<file path="src/rtl/fetch_ctrl.sv">
// Instruction-fetch stage: owns the PC, drives the instruction memory and issues into IF/ID.
// Control transfers are followed by NOP shadow slots; DIV/DIVU holds fetch until the divider is ready.
module fetch_ctrl #(
  parameter int            AW          = 32,
  parameter logic [AW-1:0] RESET_PC    = '0,
  parameter int            FLUSH_SLOTS = 3,
  parameter int            DIV_CYCLES  = 5
) (
  input  logic          clk,
  input  logic          rst,
  input  logic          stall,
  input  logic          redirect_valid,
  input  logic [AW-1:0] redirect_pc,
  input  logic          muldiv_busy,
  output logic [AW-1:0] imem_addr,
  input  logic [31:0]   imem_rdata,
  output logic [AW-1:0] pc,
  output logic [AW-1:0] pc_incr,
  output logic [31:0]   instr,
  output logic          instr_valid
);

  typedef enum logic [1:0] {RUN, SHADOW, HOLD} state_e;

  localparam logic [3:0] FS = 4'(FLUSH_SLOTS);
  localparam logic [3:0] DC = 4'(DIV_CYCLES);

  state_e        state_q, state_d;
  logic [3:0]    cnt_q, cnt_d;
  logic [AW-1:0] pc_q, pc_d;

  logic [5:0] op;
  logic [5:0] funct;
  logic       is_ctrl;
  logic       is_div;
  logic       issue;
  logic       advance;

  assign op      = imem_rdata[31:26];
  assign funct   = imem_rdata[5:0];
  assign is_ctrl = (op == 6'd2) || (op == 6'd3) || (op == 6'd4) || (op == 6'd5) ||
                   ((op == 6'd0) && (funct == 6'd8));
  assign is_div  = (op == 6'd0) && ((funct == 6'd26) || (funct == 6'd27));

  assign issue   = (state_q == RUN) && !rst && !stall && !redirect_valid;
  // A redirect lets SHADOW/HOLD progress even while the hazard unit stalls.
  assign advance = redirect_valid || !stall;

  always_comb begin
    state_d = state_q;
    cnt_d   = cnt_q;
    pc_d    = pc_q;

    if (redirect_valid) begin
      pc_d = redirect_pc;
    end else if (issue) begin
      pc_d = pc_incr;
    end

    if (advance) begin
      unique case (state_q)
        RUN: begin
          if (issue && is_ctrl && (FS != 4'd0)) begin
            state_d = SHADOW;
            cnt_d   = 4'd1;
          end else if (issue && is_div) begin
            state_d = HOLD;
            cnt_d   = 4'd1;
          end
        end
        SHADOW: begin
          if (cnt_q == FS) begin
            state_d = RUN;
          end else begin
            cnt_d = cnt_q + 4'd1;
          end
        end
        HOLD: begin
          if ((cnt_q >= DC) && !muldiv_busy) begin
            state_d = RUN;
          end else if (cnt_q != 4'd15) begin
            cnt_d = cnt_q + 4'd1;
          end
        end
        default: state_d = RUN;
      endcase
    end
  end

  always_ff @(posedge clk) begin
    if (rst) begin
      state_q <= RUN;
      cnt_q   <= 4'd0;
      pc_q    <= RESET_PC;
    end else begin
      state_q <= state_d;
      cnt_q   <= cnt_d;
      pc_q    <= pc_d;
    end
  end

  assign pc          = pc_q;
  assign imem_addr   = pc_q;
  assign pc_incr     = pc_q + AW'(4);
  assign instr_valid = issue;
  assign instr       = issue ? imem_rdata : 32'h0;

endmodule

</file>
<file path="config.mk">
export PLATFORM = sky130hd
export DESIGN_NAME = fetch_ctrl
export DESIGN_NICKNAME = d
export VERILOG_FILES = /design/src/rtl/fetch_ctrl.sv
export SDC_FILE = /design/constraint.sdc
export NUM_CORES = 1
export LEC_CHECK = 0
export ABC_AREA = 1
export CAP_MARGIN = 30
export CORE_MARGIN = 2
export CORE_UTILIZATION = 38
export CTS_CLUSTER_SIZE = 8
export DETAILED_ROUTE_END_ITERATION = 7
export GPL_TIMING_DRIVEN = 0
export PLACE_DENSITY = 0.82
export SLEW_MARGIN = 20
export SYNTH_ARGS = -nofsm -noshare
export SYNTH_HDL_FRONTEND = slang
export SYNTH_SLANG_ARGS = --single-unit
</file>
<file path="constraint.sdc">
create_clock -name clk -period 1.8 [get_ports clk]
set_input_delay 0.18 -clock clk [delete_from_list [all_inputs] [get_ports clk]]
set_output_delay 0.18 -clock clk [all_outputs]
set_load 0.01 [all_outputs]
</file>
==> results.txt, run 1 <==
peak supply drop = 0.404 mV
IO Pins = 198
Sink Count = 38
HP Start = redirect_valid
Worst-path clk slew = 0.10 ns
GPL Wtd Cong = 1.00
hold_buf cts = 0
number of synthesis warnings = 0
total of max-cap violations = 0
endpoint type of the worst setup path = primary output
worst path arrival time = 1.88 ns
Post-Route WL = 18.4 mm
register area share after synthesis = 23.3%
power per cell area = 525 mW/mm^2
R2R depth = 10
clock period minus final worst setup slack = 2.06 ns
Final Setup Violations = 31
Clock Skew = 0.0149 ns
H-tree Lvls = 2
endpoints failing hold = 0
Hold Path Depth = 4
via total after detailed routing = 5278
die height = 96.6 um
synth unique cells = 34
TritonCTS clock tree = done
Fill cells = 476
Clk Latency, worst-skew pair = 0.31 ns
Max Slew Vio Count = 0
Die Area = 0.00934 sq mm
CP required = 1.62 ns
Total GRT Usage = 31.8%
Area Overhead vs Synth = 109%
Port Buf Inserts = 196
worst flop-to-flop path startpoint = imem_addr[14]$_SDFFE_PP0N_
DRT iter0 DRCs = 522
post-DR wirelength/cell = 19.3 um
Core Area = 0.00826 sq mm
final period utilization = 114%
most frequent cells in the layout = 133 x clkdlybuf4s50_1, 120 x nand2_1, 102 x buf_4
# rows = 33
setup ws final = -0.259 ns
Hold WC Path Type = in -> reg
post-layout util = 82.5%
status = finished with violations
initial antenna violation count = 0
WS Path Type = reg -> out
syn_area_per_cell = 5.92 sq um
DR vias/cell = 5.53
leading cell type in the layout, fill and taps excluded = clkdlybuf4s50_1
Initial Util = 39.5%
Netlist Area Pre-Place = 0.00326 sq mm
Worst Hold End = imem_addr[11]$_SDFFE_PP0N_
Startpoint Class = flip-flop
crit path max fanout = 3
Slew @ Worst Pin = 0.674 ns
first-pass GRT wire length = 24.6 mm
DP Area = 0.00535 sq mm
Min Hold Slack = 0.415 ns
dpl hpwl = 10.0 mm
Clock Path Buffers = 2
die width = 96.6 um
CTS buffer count = 5
Static Leakage = 0.00330 uW
flop-to-flop setup slack = -0.15 ns
fmax = 486 MHz
Power, Total = 3570 uW
clock root buffer = clkbuf_8
Finished Cell Area = 0.00681 sq mm
pin count of the biggest net entering global routing = 14
TNS Setup = -3.61 ns
top post-synthesis cells by area = dfxtp_1 23%, nand2_1 17%, nor2_1 10%, inv_1 8.9%, buf_4 7.8%
# DRC = 0
Nets = 925
number of global-route vias before repair = 4924
top cell type's share of synthesized area = 23.3%
GRT overflow = 0
relative slew slack = 55.1%
RR Endpoint = imem_addr[17]$_SDFFE_PP0N_
Yosys reg bits = 38
Pre-antenna DRT Iters = 7
layout cells sized above 1 = 40.2%
RSZ-0062 raised after global routing = true
Mapped Cells = 551
area leader, netlist = dfxtp_1
# diodes = 0
antenna-violating nets left = 0
Post-Syn Nets = 628
failing checks = setup timing
-- stage by stage --
| stage | setup WS (ns) | std cells |
|---|---|---|
| finish | -0.259 | 954 |
| global placement | -0.544 | 852 |
| floorplan | 0.0992 | 551 |
| detailed placement | -0.530 | 852 |
| global route | -0.333 | 954 |
| CTS | -0.167 | 929 |
-- cells by family after synthesis --
| group | Yosys count | share of synthesized area [%] |
|---|---|---|
| compound gates | 62 | 10.5 |
| xor+xnor | 15 | 4.72 |
| fa+ha+maj | 8 | 3.07 |
| buf+inv | 131 | 19.2 |
| flops | 38 | 23.3 |
| simple gates | 297 | 39.2 |
-- power breakdown --
part	total, uW	switching (uW)	internal [uW]
registers	1040	117	918
clock network	800	387	414
logic	1740	867	873
total	3570	1370	2200
-- worst max-delay path by stage --
stage,startpoint,endpoint,slack (ns)
after floorplan,imem_addr[2]$_SDFFE_PP0N_,imem_addr[30]$_SDFFE_PP0N_,0.1
after detailed placement,rst,instr_valid,-0.53
final,imem_addr[2]$_SDFFE_PP0N_,pc_incr[18],-0.26
after global routing,imem_addr[14]$_SDFFE_PP0N_,pc_incr[20],-0.33
after CTS,imem_addr[3]$_SDFFE_PP0N_,pc_incr[20],-0.17
after global placement,imem_addr[3]$_SDFFE_PP0N_,pc_incr[14],-0.54
-- critical path, stage by stage, from the launching register on --
cell and delay (ns):
dfxtp_4 0.40, ha_4 0.15, nand3_4 0.08, nor2_4 0.17, buf_12 0.13, inv_6 0.03, nor2_4 0.15, buf_6 0.12
xor2_2 0.16, buf_2 0.16
-- Yosys cell counts --
cell type / number
xnor2_1: 3
nand4_2: 1
inv_1: 77
nand3_1: 24
nor3_1: 11
nand2_2: 2
nor3_4: 1
a221oi_1: 1
or2_2: 1
a22o_1: 2
ha_1: 8
buf_4: 34
nand3_2: 4
clkbuf_1: 12
xor2_2: 3
dfxtp_1: 38
and2_1: 2
a21oi_1: 25
nor2_4: 4
a21oi_2: 1
inv_4: 1
nor2_2: 4
a21boi_0: 1
xor2_1: 9
clkinv_1: 1
a31oi_1: 9
nand2_1: 146
buf_2: 3
nor2_1: 90
o21ai_0: 22
o21bai_1: 1
nand4_1: 6
nor3_2: 1
inv_2: 3
-- metal layers --
| metal | wire length (um) | global-route usage [%] | share of wire, % | vias up |
|---|---|---|---|---|
| li1 | - | - | - | 2264 |
| met1 | 6360 | 37.4 | 35 | 2447 |
| met2 | 9050 | 57.1 | 49 | 454 |
| met3 | 1900 | 6.58 | 10 | 113 |
| met4 | 1090 | 11.2 | 5.9 | 0 |
| met5 | 0 | 0 | 0 | - |
-- state kept, by name, summed over array words and instances (netlist names) --
register   cells
imem_addr     32
cnt_q          4
state_q        2
-- timing repair --
| item | CTS | global route |
|---|---|---|
| setup endpoints to repair | 81 | 76 |
| resized for setup | 309 | 148 |
| cloned | 1 | 3 |
| buffers inserted | 68 | 30 |
| pin swaps | 40 | 41 |
-- area by class of cell --
cell class              count  area (sq um)  share of cell area (%)
clock inverters             3          45.0                   0.661
plain buffers              49           368                    5.40
well taps                 105           131                    1.93
clock buffers               5          68.8                    1.01
multi-input cells         383          2420                    35.5
inverters                  82           334                    4.90
flip-flops and latches     38           856                    12.6
repair buffers            289          2590                    38.1
Power figures use the tool's default switching activity.
==> inputs of run 2 (changes only) <==
--- a/config.mk
+++ b/config.mk
@@ -9,11 +9,10 @@
 export CAP_MARGIN = 30
 export CORE_MARGIN = 2
 export CORE_UTILIZATION = 38
-export CTS_CLUSTER_SIZE = 8
+export CTS_CLUSTER_SIZE = 14
 export DETAILED_ROUTE_END_ITERATION = 7
 export GPL_TIMING_DRIVEN = 0
 export PLACE_DENSITY = 0.82
-export SLEW_MARGIN = 20
 export SYNTH_ARGS = -nofsm -noshare
 export SYNTH_HDL_FRONTEND = slang
 export SYNTH_SLANG_ARGS = --single-unit
==> results of run 2 <==
The final DEF is identical to that of run 1; final timing and power are the same.
